`config.mk`:
```
export PLATFORM = sky130hd
export DESIGN_NAME = unstriping_merge
export DESIGN_NICKNAME = d
export VERILOG_FILES = /design/src/rtl/unstripe_pkg.sv /design/src/rtl/unstriping_merge_lane_fifo.sv /design/src/rtl/unstriping_merge.sv
export SDC_FILE = /design/constraint.sdc
export NUM_CORES = 1
export LEC_CHECK = 0
export ABC_CLOCK_PERIOD_IN_PS = 3300
export BUFFER_PORTS_ARGS = -buffer_cell sky130_fd_sc_hd__buf_2
export CELL_PAD_IN_SITES_DETAIL_PLACEMENT = 0
export CELL_PAD_IN_SITES_GLOBAL_PLACEMENT = 2
export CORE_UTILIZATION = 44
export DETAILED_ROUTE_END_ITERATION = 10
export PLACE_DENSITY_LB_ADDON = 0.08
export SYNTH_ARGS = -nofsm -noshare
export SYNTH_HDL_FRONTEND = slang
export SYNTH_HIERARCHICAL = 1
export SYNTH_SLANG_ARGS = --single-unit
export TNS_END_PERCENT = 30
```
`constraint.sdc`:
```
create_clock -name clk_2f -period 3.3 [get_ports clk_2f]
set_input_delay 0.33 -clock clk_2f [delete_from_list [all_inputs] [get_ports clk_2f]]
set_output_delay 0.33 -clock clk_2f [all_outputs]
set_load 0.005 [all_outputs]
```
`src/rtl/unstripe_pkg.sv`:
```
// Shared constants for the 2-lane unstriping merger.
// Lane-pointer encoding, default sizes and drop-counter width.
package unstripe_pkg;

  localparam int DATA_W_DEF = 32;
  localparam int DEPTH_DEF  = 4;
  localparam int OVF_CNT_W  = 8;

  localparam logic [0:0] LANE0 = 1'b0;
  localparam logic [0:0] LANE1 = 1'b1;

endpackage

```
`src/rtl/unstriping_merge_lane_fifo.sv`:
```
// Per-lane synchronous FIFO absorbing skew between the two lanes.
// A push into a full buffer without a same-cycle pop is dropped and flagged.
module lane_fifo #(
  parameter int DATA_W = 32,
  parameter int DEPTH  = 4
) (
  input  logic              clk,
  input  logic              reset_L,
  input  logic              push,
  input  logic              pop,
  input  logic [DATA_W-1:0] wdata,
  output logic [DATA_W-1:0] rdata,
  output logic              empty,
  output logic              full,
  output logic              drop
);

  localparam int AW = $clog2(DEPTH);
  localparam int CW = AW + 1;

  logic [DATA_W-1:0] mem_q [DEPTH];
  logic [AW-1:0]     wr_ptr_q, wr_ptr_d;
  logic [AW-1:0]     rd_ptr_q, rd_ptr_d;
  logic [CW-1:0]     count_q, count_d;
  logic              pop_ok, push_ok;

  assign empty = (count_q == '0);
  assign full  = (count_q == CW'(DEPTH));
  assign rdata = mem_q[rd_ptr_q];

  // no bypass: a pop only ever sees what was stored before this edge
  assign pop_ok  = pop & ~empty;
  assign push_ok = push & (~full | pop_ok);
  assign drop    = push & full & ~pop_ok;

  always_comb begin
    wr_ptr_d = wr_ptr_q;
    rd_ptr_d = rd_ptr_q;
    count_d  = count_q;
    if (push_ok) wr_ptr_d = wr_ptr_q + AW'(1);
    if (pop_ok)  rd_ptr_d = rd_ptr_q + AW'(1);
    unique case (1'b1)
      push_ok & ~pop_ok: count_d = count_q + CW'(1);
      pop_ok & ~push_ok: count_d = count_q - CW'(1);
      default:           count_d = count_q;
    endcase
  end

  always_ff @(posedge clk) begin
    if (!reset_L) begin
      wr_ptr_q <= '0;
      rd_ptr_q <= '0;
      count_q  <= '0;
    end else begin
      wr_ptr_q <= wr_ptr_d;
      rd_ptr_q <= rd_ptr_d;
      count_q  <= count_d;
    end
  end

  always_ff @(posedge clk) begin
    if (push_ok) mem_q[wr_ptr_q] <= wdata;
  end

endmodule

```
`src/rtl/unstriping_merge.sv`:
```
// Merges two striped lanes back into one ordered stream (clk_2f domain).
// Define UNSTRIPE_OVF_CNT_EN to build the saturating dropped-word counter.
module unstriping_merge
  import unstripe_pkg::*;
#(
  parameter int DATA_W = DATA_W_DEF,
  parameter int DEPTH  = DEPTH_DEF
) (
  input  logic                 clk_2f,
  input  logic                 reset_L,
  input  logic [DATA_W-1:0]    data_in0,
  input  logic                 valid_in0,
  input  logic [DATA_W-1:0]    data_in1,
  input  logic                 valid_in1,
  output logic [DATA_W-1:0]    data_out,
  output logic                 valid_out,
  output logic                 overflow,
  output logic [OVF_CNT_W-1:0] ovf_count
);

  logic [DATA_W-1:0] rdata0, rdata1;
  logic              empty0, empty1;
  logic              full0, full1;
  logic              drop0, drop1;
  logic              pop0, pop1, pop;

  logic [0:0]        lane_q, lane_d;
  logic [DATA_W-1:0] data_out_q, data_out_d;
  logic              valid_out_q, valid_out_d;
  logic              overflow_q, overflow_d;

  lane_fifo #(.DATA_W(DATA_W), .DEPTH(DEPTH)) u_lane0 (
    .clk     (clk_2f),
    .reset_L (reset_L),
    .push    (valid_in0),
    .pop     (pop0),
    .wdata   (data_in0),
    .rdata   (rdata0),
    .empty   (empty0),
    .full    (full0),
    .drop    (drop0)
  );

  lane_fifo #(.DATA_W(DATA_W), .DEPTH(DEPTH)) u_lane1 (
    .clk     (clk_2f),
    .reset_L (reset_L),
    .push    (valid_in1),
    .pop     (pop1),
    .wdata   (data_in1),
    .rdata   (rdata1),
    .empty   (empty1),
    .full    (full1),
    .drop    (drop1)
  );

  // stall on an empty expected lane rather than skip it
  assign pop0 = (lane_q == LANE0) & ~empty0;
  assign pop1 = (lane_q == LANE1) & ~empty1;
  assign pop  = pop0 | pop1;

  always_comb begin
    lane_d      = lane_q;
    data_out_d  = data_out_q;
    valid_out_d = pop;
    overflow_d  = overflow_q | drop0 | drop1;
    unique case (1'b1)
      pop0: begin
        data_out_d = rdata0;
        lane_d     = LANE1;
      end
      pop1: begin
        data_out_d = rdata1;
        lane_d     = LANE0;
      end
      default: ;
    endcase
  end

  always_ff @(posedge clk_2f) begin
    if (!reset_L) begin
      lane_q      <= LANE0;
      data_out_q  <= '0;
      valid_out_q <= 1'b0;
      overflow_q  <= 1'b0;
    end else begin
      lane_q      <= lane_d;
      data_out_q  <= data_out_d;
      valid_out_q <= valid_out_d;
      overflow_q  <= overflow_d;
    end
  end

  assign data_out  = data_out_q;
  assign valid_out = valid_out_q;
  assign overflow  = overflow_q;

`ifdef UNSTRIPE_OVF_CNT_EN
  logic [OVF_CNT_W-1:0] ovf_cnt_q, ovf_cnt_d;
  logic [OVF_CNT_W:0]   cnt_sum;

  always_comb begin
    cnt_sum = {1'b0, ovf_cnt_q}
            + {{OVF_CNT_W{1'b0}}, drop0}
            + {{OVF_CNT_W{1'b0}}, drop1};
    ovf_cnt_d = cnt_sum[OVF_CNT_W] ? '1 : cnt_sum[OVF_CNT_W-1:0];
  end

  always_ff @(posedge clk_2f) begin
    if (!reset_L) ovf_cnt_q <= '0;
    else          ovf_cnt_q <= ovf_cnt_d;
  end

  assign ovf_count = ovf_cnt_q;
`else
  logic unused_full;
  assign unused_full = full0 | full1;
  assign ovf_count   = '0;
`endif

endmodule
```
==> summary.md <==
| Metric | Value |
|---|---|
| CP arrival | `2.80 ns` |
| Initial antenna violation count | `0` |
| Syn avg cell area | `18.2 um^2` |
| Post-Syn Instances | `650` |
| Dpl hpwl | `14800 um` |
| Power Density | `678 nW/um^2` |
| Core box area | `26200 um^2` |
| # port buffers | `101` |
| DRC viols | `8` |
| Root Driver | `clkbuf_16` |
| Reg area | `8750 um^2` |
| Final net count | `845` |
| Worst-Skew Late Latency | `0.51 ns` |
| H-tree depth | `2` |
| GPL Wtd Cong | `0.820` |
| # fillers | `2134` |
| TritonCTS Sinks | `309` |
| Cell Rows | `59` |
| FMAX | `421 MHz` |
| Die X | `166 um` |
| Reg clk slew, reported paths | `0.06 ns` |
| WHS | `0.0296 ns` |
| Vert. Die Dim | `166 um` |
| Critical setup path kind | `reg -> reg` |
| Maximum clock path buffer count | `3` |
| CTS tree | `yes` |
| Ys Warns | `6` |
| Gr usage total | `17.1%` |
| Largest net degree at the start of global routing | `66` |
| Final period utilization | `72.0%` |
| Max-cap violations | `0` |
| Vias post-DR | `5877` |
| Max-slew violation count | `0` |
| Data required, critical path | `3.73 ns` |
| Area of the multi-input gates | `2790 um^2` |
| Final hold violation count | `0` |
| Final wirelength | `22800 um` |
| Post-route setup slack | `0.925 ns` |
| Final Setup Violations | `0` |
| Vias in the first global route | `6235` |
| Pre-CTS setup slack | `0.951 ns` |
| Netlist Area Pre-Place | `11800 um^2` |
| Post-CTS Setup Inserts | `0` |
| Leak | `4.66 nW` |
| Syn-to-layout area delta | `16.8%` |
| Clock skew | `0.0211 ns` |
| Least-Margin Pin Slew | `0.833 ns` |
| Global-route wire length before repair | `35400 um` |
| Total grt overflow | `0` |
| Layout cells sized above 1 | `30.6%` |
| Die area | `27500 um^2` |
| R2r worst-path depth | `9` |
| Starting Density | `45.1%` |
| Setup TNS | `0 ns` |
| Vias per cell | `5.21` |
| Num CTS Buffers | `34` |
| Slew margin rel. | `44.5%` |
| Status | `finished, violations left` |
| Violated checks | `DRC` |
| Crit. End Element | `flip-flop` |
| Post-route ant nets | `0` |
| Post-cts resize count | `0` |
| Pre-antenna DRT Iters | `7` |
| DRT iter0 DRCs | `402` |
| Hold path cells | `1` |
| RSZ-0062 raised after global routing | `false` |
| Num ports | `110` |
| Tot Pwr | `0.00936 W` |
| Peak VDD IR | `0.659 mV` |
| Hold buffers post-CTS | `0` |
| CP Max Fanout | `40` |
| ANT cells | `0` |
| Critical Path Start Type | `flip-flop` |
| WL per Instance | `20.2 um` |
| Final Critical Period | `2.37 ns` |
| Hold Crit Class | `in -> reg` |
## per-layer routing
layer	global-route usage, %	part of all wire, %
met2	29.3	51
met3	3.57	4.6
met4	5.53	2.3
met1	21.8	42
met5	0	0
## final timing paths
path | startpoint | to | slack, ns
worst min register to register | data_out[20] | data_out[20] | 0.48
worst min-delay path | data_in0[20] | u_lane0/mem_q[2][20] | 0.03
worst max-delay path | u_lane1/count_q[1] | u_lane1/count_q[1] | 0.93
worst max register to register | u_lane1/count_q[1] | u_lane1/count_q[1] | 0.93
## where the power goes
part	internal, W	leakage [nW]	switching, W	total, W
sequential	0.00454	2.79	0.000154	0.00469
combinational	0.000377	1.32	0.000491	0.000868
clock	0.00233	0.554	0.00147	0.00380
## layout by cell type (no fill, tap or decap), types with 3 or more instances in the layout
cell type and instances:
ha_1 8, conb_1 8, nand2_1 76, a31oi_1 32, a21boi_0 3, nand2b_1 5
xnor2_1 4, o21ai_0 25, dfxtp_1 51, o21ai_1 10, edfxtp_1 256, buf_4 10
inv_1 10, nor2_1 7, xor2_1 6, clkinv_1 3, and2_1 18, o31a_1 3
clkbuf_1 5, clkinvlp_4 3, clkinv_2 3, inv_6 3, clkbuf_8 5, bufinv_16 4
clkbuf_16 34, buf_2 101, mux4_2 64, buf_12 4
## registers in the layout, summed over array words and instances (netlist names), named ones only
name / cells
u_lane1/rd_ptr_q: 2
lane_q: 1
u_lane0/rd_ptr_q: 2
data_out: 32
u_lane1/count_q: 3
overflow: 1
valid_out: 1
u_lane0/count_q: 3
u_lane0/mem_q: 128
u_lane1/mem_q: 128
u_lane1/wr_ptr_q: 2
u_lane0/wr_ptr_q: 2
## area by class of cell
class / instances / area share (%)
Tap cell: 335 / 3.03
Timing Repair Buffer: 115 / 4.78
Sequential cell: 309 / 63.3
Clock buffer: 44 / 6.79
Multi-Input combinational cell: 296 / 20.2
Clock inverter: 17 / 1.53
Inverter: 11 / 0.335
## stage by stage
step | util, % | cells | area, um^2
CTS | 52.7 | 1127 | 13800
finish | 52.7 | 1127 | 13800
global route | 52.7 | 1127 | 13800
global placement | 48.3 | 1066 | 12700
floorplan | - | 657 | 11900
detailed placement | 48.3 | 1066 | 12700
## critical path: stages, from the launching register on
cell	delay [ns]
dfxtp_1	0.42
nor3_1	0.08
nand2b_1	0.22
inv_6	0.25
o31a_1	0.30
nand2b_1	0.10
fa_1	0.45
a211oi_1	0.18
o21ai_0	0.11
a21oi_1	0.17
Power figures use the tool's default switching activity.
